[src/rtl/test_led_pkg.sv]
// Shared types and defaults for the board-test status LED block.
// Holds the code-burst FSM state type, default timing constants and a
// counter-width helper used to size every tick/phase/burst counter.

package test_led_pkg;

    // Error-code burst sequencer states
    typedef enum logic [1:0] {
        C_GAP = 2'd0,
        C_ON  = 2'd1,
        C_OFF = 2'd2
    } code_state_e;

    // Default geometry and timing (ticks unless noted)
    localparam int N_CH_DEF      = 4;
    localparam int CODE_W_DEF    = 3;
    localparam int TICK_DIV_DEF  = 250000;   // clock cycles per tick: 100 Hz at 25 MHz
    localparam int DEB_TICKS_DEF = 2;
    localparam int FAST_HALF_DEF = 4;
    localparam int MID_HALF_DEF  = 25;
    localparam int SLOW_HALF_DEF = 50;
    localparam int CODE_ON_DEF   = 20;
    localparam int CODE_OFF_DEF  = 20;
    localparam int CODE_GAP_DEF  = 100;

    // Bits needed for a counter that holds 0..n-1 (never less than one bit)
    function automatic int cnt_w(input int n);
        return (n <= 2) ? 1 : $clog2(n);
    endfunction

endpackage

[src/rtl/key_debounce.sv]
// Purpose: synchronise one raw active-low key, debounce it on base ticks,
//          and pulse once per debounced press.
// Latency: 2 cycles of synchroniser, then DEB_TICKS stable ticks to flip.
// Backpressure: none; free-running, consumes the tick strobe only.
//
// Ports:
//   clk    - core clock
//   rst    - synchronous active-high reset
//   tick   - one-cycle base tick strobe
//   key_n  - raw active-low key, asynchronous to clk
//   level  - debounced state, 1 = pressed
//   press  - one-cycle pulse in the cycle level rises

module key_debounce
    import test_led_pkg::*;
#(
    parameter int DEB_TICKS = DEB_TICKS_DEF
) (
    input  logic clk,
    input  logic rst,
    input  logic tick,
    input  logic key_n,
    output logic level,
    output logic press
);

    localparam int DW = cnt_w(DEB_TICKS);
    // Counter reaching DEB_TICKS after increment == counter at DEB_TICKS-1 now
    localparam logic [DW-1:0] DEB_LAST = DW'(DEB_TICKS - 1);

    logic [1:0]    sync;
    logic          raw_pressed;
    logic [DW-1:0] stable_cnt;

    assign raw_pressed = ~sync[1];

    always_ff @(posedge clk) begin
        if (rst) begin
            // Synchroniser comes out of reset reading "released"
            sync       <= 2'b11;
            stable_cnt <= '0;
            level      <= 1'b0;
            press      <= 1'b0;
        end else begin
            sync  <= {sync[0], key_n};
            press <= 1'b0;
            if (tick) begin
                if (raw_pressed == level) begin
                    stable_cnt <= '0;
                end else if (stable_cnt == DEB_LAST) begin
                    stable_cnt <= '0;
                    level      <= ~level;
                    // Only a 0->1 transition is a press
                    press      <= ~level;
                end else begin
                    stable_cnt <= stable_cnt + DW'(1);
                end
            end
        end
    end

endmodule

[config.mk]
export PLATFORM = sky130hd
export DESIGN_NAME = key_debounce
export DESIGN_NICKNAME = d
export VERILOG_FILES = /design/src/rtl/test_led_pkg.sv /design/src/rtl/key_debounce.sv
export SDC_FILE = /design/constraint.sdc
export NUM_CORES = 1
export LEC_CHECK = 0
export CAP_MARGIN = 30
export CORE_AREA = 2 2 39 41
export CTS_BUF_LIST = sky130_fd_sc_hd__clkbuf_16
export DETAILED_ROUTE_END_ITERATION = 10
export DIE_AREA = 0 0 41 43
export PLACE_DENSITY = 0.31
export SYNTH_ARGS = -nofsm -noshare
export SYNTH_HDL_FRONTEND = slang
export SYNTH_SLANG_ARGS = --single-unit
[constraint.sdc]
create_clock -name clk -period 1.7 [get_ports clk]
set_input_delay 0.17 -clock clk [delete_from_list [all_inputs] [get_ports clk]]
set_output_delay 0.17 -clock clk [all_outputs]
set_load 0.01 [all_outputs]
---- Word-level counts from Yosys, hierarchy flattened ----
Index checks and enable logic that the tools add are counted.
storage, ports and cells
  register bits after elaboration ......... 5
  latch bits .............................. 0
  bits in writable memories ............... 0
  bits in read-only memories .............. 0
  output and inout port bits .............. 2
  word-level logic and storage cells ...... 15
  memories kept ........................... 0
cells by class
  add/sub/neg operators ................... 1
  $mul .................................... 0
  div/mod/pow operators ................... 0
  $lt $le $gt $ge ......................... 0
  equal/unequal tests ..................... 1
  shift operators ......................... 0
  mux-type cells .......................... 2
  bitwise operators ....................... 5
  reduce and logical (&&, ||, !) cells .... 2
operators with widths
  kind                 count
  $not 1->1            5
  $reduce_or 4->1      1
  $reduce_and 3->1     1
  $mux 1               2
  $add 1x1->1 const B  1
  $eq 1x1->1           1

---- Longest topological paths before layout ----
  depth in word-level cells ............... 4
  gate-level depth with buffers ........... 2
  gate-level depth less buffers ........... 2

---- Worst setup path after synthesis ----
No wires, ideal clock.
  path kind ............................... flip-flop to flip-flop
  start ................................... register stable_cnt
  end ..................................... register stable_cnt
  arrival time ............................ 0.760 ns
  required time ........................... 1.625 ns
  slack ................................... 0.865 ns
  stages on the path, launching flop included .. 3
  clock period less this slack ............ 0.835 ns
  cell sequence ........................... dfxtp_1 -> or3b_1 -> o22ai_1
on the way
  longest elaborated chain between the ends .. 3
ends and longest elaborated chain
  what                    RTL line            source
  from (decl)             key_debounce.sv:33  logic [DW-1:0] stable_cnt;
  from (signal assigned)  key_debounce.sv:56  stable_cnt <= stable_cnt + DW'(1);
  $add 1x1->1             key_debounce.sv:56
  $mux 1 (*)              key_debounce.sv:50  end else if (stable_cnt == DEB_LAST) begin
  $mux 1 (*)              key_debounce.sv:48  if (raw_pressed == level) begin
Every way passes the cells marked *; elsewhere a longest branch is shown, timed or not.
A chain may end at the register's enable or synchronous reset.

---- Worst setup path in the final report ----
  start ................................... register level
  end ..................................... output level
RTL lines
  what                    RTL line            source
  from (decl)             key_debounce.sv:23  output logic level,
  from (signal assigned)  key_debounce.sv:52  level <= ~level;
No word-level cell between the ends.

==> key figures <==
Run status
  – Outcome: finished clean

Clock tree
  – Total CTS buffers: 3
  – Clk sinks: 5
  – CTS-repair resized insts: 0
  – Worst-path clk slew: 0.03 ns
  – # hold bufs at CTS: 0
  – Post-CTS Setup Inserts: 0
  – Worst-Skew Late Latency: 0.23 ns
  – TritonCTS clock tree: built
  – Clock Tree Root: clkbuf_16
  – Clock Path Buffers: 2
  – CTS HTree Levels: 1

STA
  – Setup WS post-layout: 0.376 ns
  – Period utilisation layout: 77.9%
  – Setup Viol. Count Final: 0
  – Unrepaired setup endpoints after global routing: false
  – Endpoints failing hold: 0
  – Final count of pins violating max slew: 0
  – Setup tns final: 0 ns
  – Actual slew at the worst max-slew pin: 0.203 ns
  – FMAX: 0.755 GHz
  – Slew Limit Headroom: 86.4%
  – Final min period: 1.32 ns
  – Clock Skew: 0.000615 ns

Final layout
  – Final Core Density: 22.8%
  – Share of cells above drive strength 1: 20.8%
  – Register area: 100 um^2
  – FILL cells: 152
  – Final instance area: 315 um^2
  – Fin cells: 40
  – Nets: 29
  – Layout area overhead: 89.5%
  – Multi-input combinational cell area: 66.3 um^2
  – Ant diodes: 0

Synthesis
  – Synth cell types: 10
  – Top cells by area, synth: dfxtp_1, or2_2, a311oi_1, or3b_1, xor2_1
  – Main flop type after synthesis: dfxtp_1
  – Post-synthesis async set-or-reset flop share: 0%
  – Register bit total from synthesis: 5
  – Post-Syn Nets: 19
  – Most instantiated library cell after synthesis: dfxtp_1
  – Post-synthesis sequential area ratio: 60.2%
  – Synth Area per Inst: 11.1 um^2
  – Number of synthesized flops with an enable pin: 0
  – Cell count after synthesis: 15
  – Post-synth top area cell: dfxtp_1
  – Yosys top cell area share: 60.2%
  – Synth Cell Area: 166 um^2
  – Yosys warns: 0
  – Synth top cells by count: dfxtp_1, or2_2

Global routing
  – Vias in the first global route: 157
  – Largest net degree at the start of global routing: 7
  – Antenna violations before repair: 0
  – First-pass GRT wire length: 593 um
  – Gr ovfl total: 0
  – Overall global routing resource usage: 6.12%

Run
  – Max cap viols: 0

Setup path
  – Worst R2R Setup Slack: 0.82 ns
  – Critical R2R Launch: stable_cnt$_SDFFE_PP0P_
  – WP depth: 1
  – Crit Path Class: reg -> out
  – FF-to-FF path depth: 2
  – CP max stage cell: clkdlybuf4s50_1
  – WP buf/inv: 1
  – Max incr delay on CP: 0.56 ns
  – Worst Setup EP: level
  – WP data arrival: 1.15 ns
  – Kind of end point of the critical path: primary output
  – Reg2reg end: stable_cnt$_SDFFE_PP0P_
  – Crit path from: level$_SDFFE_PP0P_
  – CP required: 1.53 ns
  – Crit path max-delay family: buffers and inverters
  – CP cell instances: clkdlybuf4s50_1
  – Critical path startpoint category: register
  – CP max FO: 4

Die
  – Num ports: 6
  – Full die area: 0.00176 mm^2
  – Die X: 41 um
  – Die Y: 43 um
  – FP Rows: 14
  – Initial Util: 12.0%
  – Area of the core: 0.00138 mm^2

Placed design
  – Pre-CTS setup slack: 0.472 ns
  – Placed cell count: 36
  – Placed Area: 236 um^2
  – RD Place Congestion: 0.603
  – I/O Buffers: 5

Pwr
  – Leakage: 0.000117 uW
  – Power Internal: 437 uW
  – Seq pwr share: 23.9%
  – Logic pwr share: 3.2%
  – PD cells: 1650 mW/mm^2
  – Clock power frac: 72.9%
  – Switching share of power: 15.9%
  – Worst VDD drop: 0.390 mV
  – Switching power total: 82.6 uW

Detailed routing
  – Drc violations: 0
  – Detailed Route Iter0 Violations: 3
  – Vias: 151
  – Routed wire length: 317 um
  – Routed vias/inst: 3.78
  – First-pass DRT Iterations: 4
  – Post-DRT Antenna Nets: 0
  – Routed length per placed instance: 7.93 um

Hold path
  – Worst hold path startpoint: sync[0]$_SDFF_PP1_
  – Worst hold path type: reg -> reg
-- registers in the layout, summed over array words and instances (netlist names) --
register / cells
level: 1
stable_cnt: 1
sync: 2
press: 1
-- how the worst min path moves through the flow --
stage / end / slack (ns) / cells past startpoint
3_5_place_dp: sync[1]$_SDFF_PP1_ / 0.40 / 1
6_report: sync[1]$_SDFF_PP1_ / 0.41 / 1
3_3_place_gp: sync[1]$_SDFF_PP1_ / 0.40 / 1
5_1_grt: sync[1]$_SDFF_PP1_ / 0.42 / 1
2_1_floorplan: level$_SDFFE_PP0P_ / 0.24 / 1
4_1_cts: sync[1]$_SDFF_PP1_ / 0.41 / 1
-- metal layers --
| metal | track usage (%) | share of wire [%] | up-vias |
|---|---|---|---|
| met5 | 0 | 0 | - |
| met4 | 8.00 | 6.6 | 0 |
| met3 | 6.28 | 13 | 2 |
| met2 | 6.88 | 45 | 8 |
| met1 | 4.81 | 35 | 70 |
| li1 | - | - | 71 |
-- kinds of logic after synthesis --
| family | share of synthesized area [%] |
|---|---|
| AO/OA/AOI/OAI | 12.0 |
| XOR/XNOR | 5.26 |
| flip-flops | 60.2 |
| AND/OR/NAND/NOR | 22.6 |
-- cells in the final DEF (no fill, tap or decap) --
cell,count
inv_1,1
or2_2,2
nor4_1,1
nand2b_1,1
xor2_1,1
o22ai_1,1
nand2_1,1
a21oi_1,1
clkbuf_16,3
clkdlybuf4s50_1,5
or3b_1,1
dfxtp_1,5
a311oi_1,1
-- power by group through the flow --
stage	Sequential, uW	Combinational (uW)	Clock, uW
floorplan	126	5.67	0
global placement	126	16.6	0
detailed placement	126	16.8	0
CTS	124	16.9	389
global route	125	18.6	400
finish	124	16.7	379
-- cell type report --
type | count | area share [%]
flip-flops and latches | 5 | 31.7
well taps | 16 | 6.35
clock inverters | 1 | 1.19
repair buffers | 5 | 15.9
multi-input cells | 10 | 21.0
clock buffers | 3 | 23.8
-- through the flow --
step | hold WS, ns | total power (uW)
floorplan | 0.242 | 131
global placement | 0.401 | 143
detailed placement | 0.397 | 143
CTS | 0.409 | 530
global route | 0.424 | 544
finish | 0.406 | 520
(Power assumes the default switching activity.)
